==> src/rtl/axi_lite_reg_router_if.sv <==
// Register-bus bundle between the upstream AXI Lite register port, the router and its clients.
// Signal directions are named from the router's point of view.
interface axi_lite_reg_router_if #(
   parameter int unsigned ADDR_WIDTH       = 16,
   parameter int unsigned DATA_WIDTH       = 32,
   parameter int unsigned NUM_CLIENTS      = 4,
   parameter int unsigned CLIENT_ADDR_BITS = 12
);
   // upstream side
   logic                              i_reg_in_rdy;
   logic                              o_reg_in_ack_stb;
   logic [ADDR_WIDTH-1:0]             i_reg_address;
   logic [DATA_WIDTH-1:0]             i_reg_in_data;
   logic                              i_reg_out_req;
   logic                              o_reg_out_rdy_stb;
   logic [DATA_WIDTH-1:0]             o_reg_out_data;
   logic                              o_reg_invalid_addr;
   // client side
   logic [NUM_CLIENTS-1:0]            o_cl_wr_stb;
   logic [NUM_CLIENTS-1:0]            o_cl_rd_stb;
   logic [CLIENT_ADDR_BITS-1:0]       o_cl_addr;
   logic [DATA_WIDTH-1:0]             o_cl_wdata;
   logic [NUM_CLIENTS-1:0]            i_cl_ack;
   logic [NUM_CLIENTS*DATA_WIDTH-1:0] i_cl_rdata;
   logic [NUM_CLIENTS-1:0]            i_cl_err;
   // status
   logic                              o_busy;
   logic                              o_timeout_stb;

   modport slave (
      input  i_reg_in_rdy, i_reg_address, i_reg_in_data, i_reg_out_req,
             i_cl_ack, i_cl_rdata, i_cl_err,
      output o_reg_in_ack_stb, o_reg_out_rdy_stb, o_reg_out_data, o_reg_invalid_addr,
             o_cl_wr_stb, o_cl_rd_stb, o_cl_addr, o_cl_wdata, o_busy, o_timeout_stb
   );

   modport master (
      output i_reg_in_rdy, i_reg_address, i_reg_in_data, i_reg_out_req,
             i_cl_ack, i_cl_rdata, i_cl_err,
      input  o_reg_in_ack_stb, o_reg_out_rdy_stb, o_reg_out_data, o_reg_invalid_addr,
             o_cl_wr_stb, o_cl_rd_stb, o_cl_addr, o_cl_wdata, o_busy, o_timeout_stb
   );
endinterface

==> src/rtl/axi_lite_reg_router.sv <==
// Routes single upstream register accesses to one of NUM_CLIENTS banks by address window,
// waits for the bank's ack (or a timeout) and returns the result upstream. One access in flight.
module axi_lite_reg_router #(
   parameter int unsigned ADDR_WIDTH       = 16,
   parameter int unsigned DATA_WIDTH       = 32,
   parameter int unsigned NUM_CLIENTS      = 4,
   parameter int unsigned CLIENT_ADDR_BITS = 12,
   parameter int unsigned TIMEOUT          = 256
) (
   input  logic                  clk,
   input  logic                  rst,
   axi_lite_reg_router_if.slave  bus
);

   localparam int unsigned IDX_W = ADDR_WIDTH - CLIENT_ADDR_BITS;
   localparam int unsigned TO_W  = (TIMEOUT > 1) ? $clog2(TIMEOUT) : 1;

   typedef enum logic [2:0] {
      S_IDLE,
      S_DISPATCH,
      S_WAIT_ACK,
      S_RESPOND,
      S_WAIT_RELEASE
   } state_t;

   state_t                      r_state;
   logic                        r_is_wr;
   logic [NUM_CLIENTS-1:0]      r_sel;
   logic [TO_W-1:0]             r_cnt;

   logic                        r_in_ack_stb;
   logic                        r_out_rdy_stb;
   logic [DATA_WIDTH-1:0]       r_out_data;
   logic                        r_invalid;
   logic [NUM_CLIENTS-1:0]      r_cl_wr_stb;
   logic [NUM_CLIENTS-1:0]      r_cl_rd_stb;
   logic [CLIENT_ADDR_BITS-1:0] r_cl_addr;
   logic [DATA_WIDTH-1:0]       r_cl_wdata;
   logic                        r_busy;
   logic                        r_timeout_stb;

   logic [IDX_W-1:0]            w_idx;
   logic [NUM_CLIENTS-1:0]      w_onehot;
   logic                        w_decode_err;
   logic                        w_req;
   logic                        w_hit_ack;
   logic                        w_hit_err;
   logic                        w_timeout;
   logic [DATA_WIDTH-1:0]       w_rdata;

   assign w_idx        = bus.i_reg_address[ADDR_WIDTH-1:CLIENT_ADDR_BITS];
   assign w_decode_err = (32'(w_idx) >= NUM_CLIENTS);
   assign w_req        = bus.i_reg_in_rdy | bus.i_reg_out_req;

   // Only the latched client's ack/err count; everything else on the bus is ignored.
   assign w_hit_ack    = |(bus.i_cl_ack & r_sel);
   assign w_hit_err    = |(bus.i_cl_err & r_sel);
   assign w_timeout    = (TIMEOUT != 0) && (r_cnt == TO_W'(TIMEOUT - 1));

   always_comb begin
      w_onehot = '0;
      for (int unsigned k = 0; k < NUM_CLIENTS; k++) begin
         w_onehot[k] = (32'(w_idx) == k);
      end
   end

   always_comb begin
      w_rdata = '0;
      for (int unsigned k = 0; k < NUM_CLIENTS; k++) begin
         if (r_sel[k]) begin
            w_rdata = bus.i_cl_rdata[k*DATA_WIDTH +: DATA_WIDTH];
         end
      end
   end

   // Timeout counter reads 0 during DISPATCH, so a client gets TIMEOUT cycles from its strobe.
   always_ff @(posedge clk) begin
      if (rst) begin
         r_state       <= S_IDLE;
         r_is_wr       <= 1'b0;
         r_sel         <= '0;
         r_cnt         <= '0;
         r_in_ack_stb  <= 1'b0;
         r_out_rdy_stb <= 1'b0;
         r_out_data    <= '0;
         r_invalid     <= 1'b0;
         r_cl_wr_stb   <= '0;
         r_cl_rd_stb   <= '0;
         r_cl_addr     <= '0;
         r_cl_wdata    <= '0;
         r_busy        <= 1'b0;
         r_timeout_stb <= 1'b0;
      end else begin
         r_cl_wr_stb   <= '0;
         r_cl_rd_stb   <= '0;
         r_in_ack_stb  <= 1'b0;
         r_out_rdy_stb <= 1'b0;
         r_timeout_stb <= 1'b0;

         case (r_state)
            S_IDLE: begin
               if (w_req) begin
                  r_is_wr    <= bus.i_reg_in_rdy;
                  r_cl_addr  <= bus.i_reg_address[CLIENT_ADDR_BITS-1:0];
                  r_cl_wdata <= bus.i_reg_in_data;
                  r_cnt      <= '0;
                  r_busy     <= 1'b1;
                  if (w_decode_err) begin
                     r_sel         <= '0;
                     r_in_ack_stb  <= bus.i_reg_in_rdy;
                     r_out_rdy_stb <= ~bus.i_reg_in_rdy;
                     r_out_data    <= '0;
                     r_invalid     <= 1'b1;
                     r_state       <= S_RESPOND;
                  end else begin
                     r_sel <= w_onehot;
                     if (bus.i_reg_in_rdy) begin
                        r_cl_wr_stb <= w_onehot;
                     end else begin
                        r_cl_rd_stb <= w_onehot;
                     end
                     r_state <= S_DISPATCH;
                  end
               end
            end

            S_DISPATCH, S_WAIT_ACK: begin
               if (w_hit_ack) begin
                  r_out_data    <= r_is_wr ? '0 : w_rdata;
                  r_invalid     <= w_hit_err;
                  r_in_ack_stb  <= r_is_wr;
                  r_out_rdy_stb <= ~r_is_wr;
                  r_state       <= S_RESPOND;
               end else if (w_timeout) begin
                  r_out_data    <= '0;
                  r_invalid     <= 1'b1;
                  r_in_ack_stb  <= r_is_wr;
                  r_out_rdy_stb <= ~r_is_wr;
                  r_timeout_stb <= 1'b1;
                  r_state       <= S_RESPOND;
               end else begin
                  r_cnt   <= r_cnt + TO_W'(1);
                  r_state <= S_WAIT_ACK;
               end
            end

            S_RESPOND: begin
               r_state <= S_WAIT_RELEASE;
            end

            // Upstream holds its level after the strobe; wait for it to drop before re-arming.
            S_WAIT_RELEASE: begin
               if (!w_req) begin
                  r_state <= S_IDLE;
                  r_busy  <= 1'b0;
               end
            end

            default: begin
               r_state <= S_IDLE;
               r_busy  <= 1'b0;
            end
         endcase
      end
   end

   assign bus.o_reg_in_ack_stb   = r_in_ack_stb;
   assign bus.o_reg_out_rdy_stb  = r_out_rdy_stb;
   assign bus.o_reg_out_data     = r_out_data;
   assign bus.o_reg_invalid_addr = r_invalid;
   assign bus.o_cl_wr_stb        = r_cl_wr_stb;
   assign bus.o_cl_rd_stb        = r_cl_rd_stb;
   assign bus.o_cl_addr          = r_cl_addr;
   assign bus.o_cl_wdata         = r_cl_wdata;
   assign bus.o_busy             = r_busy;
   assign bus.o_timeout_stb      = r_timeout_stb;

endmodule

==> src/flat_wrapper.sv <==
// flat-port wrapper written by rule: the top's interface ports become plain ports
module axi_lite_reg_router_flat 
#(
   parameter int unsigned ADDR_WIDTH       = 16,
   parameter int unsigned DATA_WIDTH       = 32,
   parameter int unsigned NUM_CLIENTS      = 4,
   parameter int unsigned CLIENT_ADDR_BITS = 12,
   parameter int unsigned TIMEOUT          = 256
)
  (clk, rst, bus_i_reg_in_rdy, bus_i_reg_address, bus_i_reg_in_data, bus_i_reg_out_req, bus_i_cl_ack, bus_i_cl_rdata, bus_i_cl_err, bus_o_reg_in_ack_stb, bus_o_reg_out_rdy_stb, bus_o_reg_out_data, bus_o_reg_invalid_addr, bus_o_cl_wr_stb, bus_o_cl_rd_stb, bus_o_cl_addr, bus_o_cl_wdata, bus_o_busy, bus_o_timeout_stb);
  axi_lite_reg_router_if #(.ADDR_WIDTH(ADDR_WIDTH), .DATA_WIDTH(DATA_WIDTH), .NUM_CLIENTS(NUM_CLIENTS), .CLIENT_ADDR_BITS(CLIENT_ADDR_BITS)) bus_i ();
  input  logic clk;
  input  logic rst;
  input wire logic [$bits(bus_i.i_reg_in_rdy)-1:0] bus_i_reg_in_rdy;
  input wire logic [$bits(bus_i.i_reg_address)-1:0] bus_i_reg_address;
  input wire logic [$bits(bus_i.i_reg_in_data)-1:0] bus_i_reg_in_data;
  input wire logic [$bits(bus_i.i_reg_out_req)-1:0] bus_i_reg_out_req;
  input wire logic [$bits(bus_i.i_cl_ack)-1:0] bus_i_cl_ack;
  input wire logic [$bits(bus_i.i_cl_rdata)-1:0] bus_i_cl_rdata;
  input wire logic [$bits(bus_i.i_cl_err)-1:0] bus_i_cl_err;
  output wire logic [$bits(bus_i.o_reg_in_ack_stb)-1:0] bus_o_reg_in_ack_stb;
  output wire logic [$bits(bus_i.o_reg_out_rdy_stb)-1:0] bus_o_reg_out_rdy_stb;
  output wire logic [$bits(bus_i.o_reg_out_data)-1:0] bus_o_reg_out_data;
  output wire logic [$bits(bus_i.o_reg_invalid_addr)-1:0] bus_o_reg_invalid_addr;
  output wire logic [$bits(bus_i.o_cl_wr_stb)-1:0] bus_o_cl_wr_stb;
  output wire logic [$bits(bus_i.o_cl_rd_stb)-1:0] bus_o_cl_rd_stb;
  output wire logic [$bits(bus_i.o_cl_addr)-1:0] bus_o_cl_addr;
  output wire logic [$bits(bus_i.o_cl_wdata)-1:0] bus_o_cl_wdata;
  output wire logic [$bits(bus_i.o_busy)-1:0] bus_o_busy;
  output wire logic [$bits(bus_i.o_timeout_stb)-1:0] bus_o_timeout_stb;
  assign bus_i.i_reg_in_rdy = bus_i_reg_in_rdy;
  assign bus_i.i_reg_address = bus_i_reg_address;
  assign bus_i.i_reg_in_data = bus_i_reg_in_data;
  assign bus_i.i_reg_out_req = bus_i_reg_out_req;
  assign bus_i.i_cl_ack = bus_i_cl_ack;
  assign bus_i.i_cl_rdata = bus_i_cl_rdata;
  assign bus_i.i_cl_err = bus_i_cl_err;
  assign bus_o_reg_in_ack_stb = bus_i.o_reg_in_ack_stb;
  assign bus_o_reg_out_rdy_stb = bus_i.o_reg_out_rdy_stb;
  assign bus_o_reg_out_data = bus_i.o_reg_out_data;
  assign bus_o_reg_invalid_addr = bus_i.o_reg_invalid_addr;
  assign bus_o_cl_wr_stb = bus_i.o_cl_wr_stb;
  assign bus_o_cl_rd_stb = bus_i.o_cl_rd_stb;
  assign bus_o_cl_addr = bus_i.o_cl_addr;
  assign bus_o_cl_wdata = bus_i.o_cl_wdata;
  assign bus_o_busy = bus_i.o_busy;
  assign bus_o_timeout_stb = bus_i.o_timeout_stb;
  axi_lite_reg_router #(.ADDR_WIDTH(ADDR_WIDTH), .DATA_WIDTH(DATA_WIDTH), .NUM_CLIENTS(NUM_CLIENTS), .CLIENT_ADDR_BITS(CLIENT_ADDR_BITS), .TIMEOUT(TIMEOUT)) u_core (.clk(clk), .rst(rst), .bus(bus_i));
endmodule
==> config.mk <==
export PLATFORM = sky130hd
export DESIGN_NAME = axi_lite_reg_router_flat
export DESIGN_NICKNAME = d
export VERILOG_FILES = /design/src/rtl/axi_lite_reg_router_if.sv /design/src/rtl/axi_lite_reg_router.sv /design/src/flat_wrapper.sv
export SDC_FILE = /design/constraint.sdc
export NUM_CORES = 1
export LEC_CHECK = 0
export ABC_AREA = 1
export BUFFER_PORTS_ARGS = -buffer_cell sky130_fd_sc_hd__clkbuf_2
export CORE_MARGIN = 4
export CORE_UTILIZATION = 41
export DETAILED_ROUTE_END_ITERATION = 10
export PLACE_DENSITY = 0.77
export SYNTH_ARGS = -nofsm -noshare
export SYNTH_HDL_FRONTEND = slang
export SYNTH_SLANG_ARGS = --single-unit
==> constraint.sdc <==
create_clock -name clk -period 1.5 [get_ports clk]
set_input_delay 0.075 -clock clk [delete_from_list [all_inputs] [get_ports clk]]
set_output_delay 0.075 -clock clk [all_outputs]
set_load 0.02 [all_outputs]
==> metrics.txt <==
Initial DRC Count=359; gr ovfl total=0; Port Buffers=276; CP endpoint kind=flip-flop; Clock Pin Slew Worst Setup and Hold Paths=70 ps; Slew @ Worst Pin=468 ps; status=complete, but fails checks; DR WL/cell=15.6 um; endpoints failing setup=1; final period utilization=100%; CORE AREA=0.0121 sq mm; Site Rows=40; R2R Setup Slk=-0.1 ps; Leak=0.00389 uW; Hold Path Cell Cnt=3; # DRC=0; Post-synth top cells=196 x nand2_1, 178 x nor2_1, 105 x dfxtp_1; htree depth=3; fin worst setup slack=-0.119 ps; initial antenna violation count=0; Setup Skew=5.96 ps; Pwr Density=1650 mW/mm^2; Inst Count DP=1,208; sequential share of the synthesized area=41.1%; Synth Net Count=969; Nets=1,310; gpl congestion=0.871; Cell Area, Synth=0.00511 sq mm; share of the synthesized area in the top cell type=41.1%; gr busiest metal=met2; TritonCTS clock tree=built; startpoint types=flip-flop; VDD IR max=0.949 mV; final core utilization=66.1%; Post-synth EDFFs=0; routed wire length=20.2 mm; largest net degree at the start of global routing=52; Clock Path Buffers=2; min cycle time layout=1500 ps; first drt pass iteration count=5; Slew Limit Fails=0; worst skew pair latency=340 ps; Hold Crit Class=in2reg; effective utilization at floorplan=42.2%; met3 GRT Util=6.46%; vias in the first global route=5,962; Arrival @ worst endpoint=1710 ps; Die Wd=120 um; asr flop ratio synth=0%; CP Class=reg2reg; R2R cell count=8; IO Count=277; CTS Root Buffer Type=clkbuf_16; DP Wirelength=13.5 mm; worst reg2reg path startpoint=u_core.r_state[1]; Req. time, crit path=1710 ps; Synth area leader=dfxtp_1; layout cells sized above 1=36.4%; Synth cell types=30; failing checks=setup timing; Hold Crit Endpoint=u_core.bus.o_cl_rd_stb[1]; #FFs+latches synth=105; mean post-synth cell area=6.55 sq um; Mapped Cells=780; Yosys warning total=0; Setup WS pre-CTS=6.00 ps; wire length of the first global-routing pass=29.6 mm; Antenna Cells=0; clock sink count=105; Die H=120 um; Power Total=13,200 uW; ys flop type=dfxtp_1; fin cells=1,294; Vias=6,372; synth-to-layout area growth=56.6%; CTS buffer count=9; Final ANT Viol Nets=0; Vias/cell=4.92; M1 GR Usage=29.4%; Layout fillers=1,069; setup TNS=-0.119 ps; Reg-to-Reg End=u_core.r_cnt[2]; Hold Vio Cnt, Final=0; Max-Cap Viols=0; die area=0.0143 sq mm; most frequent cell after synthesis=nand2_1; RSZ-0062 raised after global routing=yes; startpoint of the worst hold path=bus_i_reg_address[12]; largest fanout on the critical path=8; Synth area leaders=dfxtp_1 41%, nand2_1 14%, nor2_1 13%; All-Layer GR Usage=25.3%; grt met2 use=45.2%; Rel. slew slack=68.8%; maximum clock frequency=0.667 GHz
==> cell type report <==
| class | count | area (sq um) | area share [%] |
|---|---|---|---|
| multi-input cells | 597 | 2860 | 35.7 |
| repair buffers | 372 | 2360 | 29.5 |
| flip-flops and latches | 105 | 2120 | 26.5 |
| clock buffers | 11 | 253 | 3.16 |
| well taps | 168 | 210 | 2.63 |
| inverters | 35 | 146 | 1.83 |
| clock inverters | 5 | 46.3 | 0.578 |
| repair inverters | 1 | 5.00 | 0.0625 |
==> report_power, final <==
part           switching (uW)  total, uW  leakage, uW  internal, uW
registers                 386       3810     0.000864          3430
clock network            1100       2340     0.000142          1240
logic                    4340       7030      0.00288          2690
==> critical path, stage by stage, from the launching register on <==
cell        delay (ps)
dfxtp_4            360
nor2_4             170
buf_12             140
nand3_4             70
nand2_4            130
clkinvlp_4         200
buf_6              170
nand3_2             70
a21oi_2             50
==> stage by stage <==
stage / cell area [sq um] / hold WS, ps
6_report: 8010 / 38.2
5_1_grt: 8010 / 66.3
3_5_place_dp: 6770 / 303
4_1_cts: 7530 / 36.7
2_1_floorplan: 5110 / 210
3_3_place_gp: 6770 / 295
==> worst max-delay path by stage <==
stage,to,start,slack (ps),cells past startpoint
2_1_floorplan,u_core.r_cnt[5],u_core.r_cnt[0],90,9
3_3_place_gp,u_core.bus.o_reg_out_data[10],u_core.r_sel[2],60,6
3_5_place_dp,u_core.r_cnt[5],u_core.r_cnt[1],6,9
4_1_cts,u_core.bus.o_reg_out_data[18],u_core.r_cnt[0],3,8
5_1_grt,u_core.r_cnt[2],u_core.r_state[1],-70,8
6_report,u_core.r_cnt[2],u_core.r_state[1],-0.1,8
==> state kept, by name, indices dropped and copies added, names as in the netlist <==
signal,cells
u_core.bus.o_cl_wdata,32
u_core.bus.o_reg_out_data,32
u_core.bus.o_cl_addr,12
u_core.r_cnt,8
u_core.bus.o_cl_rd_stb,4
u_core.bus.o_cl_wr_stb,4
u_core.r_sel,4
u_core.r_state,3
u_core.bus.o_busy,1
u_core.bus.o_reg_in_ack_stb,1
u_core.bus.o_reg_invalid_addr,1
u_core.bus.o_reg_out_rdy_stb,1
u_core.bus.o_timeout_stb,1
u_core.r_is_wr,1
==> cells by family after synthesis <==
kind of cell               after synthesis  share of synthesized area [%]
adders and majority gates                1                          0.245
AOI/OAI and AO/OA                      163                           16.7
buffers and inverters                   82                           7.00
DFF                                    105                           41.1
and+or+nand+nor                        428                           34.7
xor gates and xnor gates                 1                          0.171
==> cells in the final DEF (no fill, tap or decap), types with 3 or more instances in the layout <==
cell and instances:
dfxtp_2 6, nand4_1 9, nand2_2 6, o21ai_0 63
a21boi_0 15, nor2_2 8, nand3_1 11, nand2_4 7
inv_2 3, nand2_8 5, nand3_4 3, a21oi_2 4
dlygate4sd3_1 45, buf_12 7, nor3_1 6, a21oi_1 75
o21ai_1 4, nand2_1 189, dfxtp_1 96, nor2_4 5
buf_6 7, or2_2 7, buf_4 35, inv_1 28
nor2_1 172, clkbuf_2 276, dfxtp_4 3, clkbuf_16 11
clkinvlp_4 4
==> repair_timing <==
| action | in CTS | in global routing |
|---|---|---|
| gates resized for setup | 1 | 62 |
| endpoints found under the hold margin | 45 | 0 |
| pin swaps | 1 | 18 |
| endpoints found under the setup margin | 1 | 80 |
| cloned | 0 | 7 |
| buffers inserted | 0 | 18 |
| hold buffers | 45 | 0 |
==> layer usage <==
| metal | part of all wire, % | up-vias |
|---|---|---|
| met2 | 50 | 316 |
| met3 | 9.6 | 39 |
| met1 | 38 | 2849 |
| li1 | - | 3168 |
| met5 | 0 | - |
| met4 | 2.5 | 0 |
Note: power is estimated with default switching activity, not from simulation.
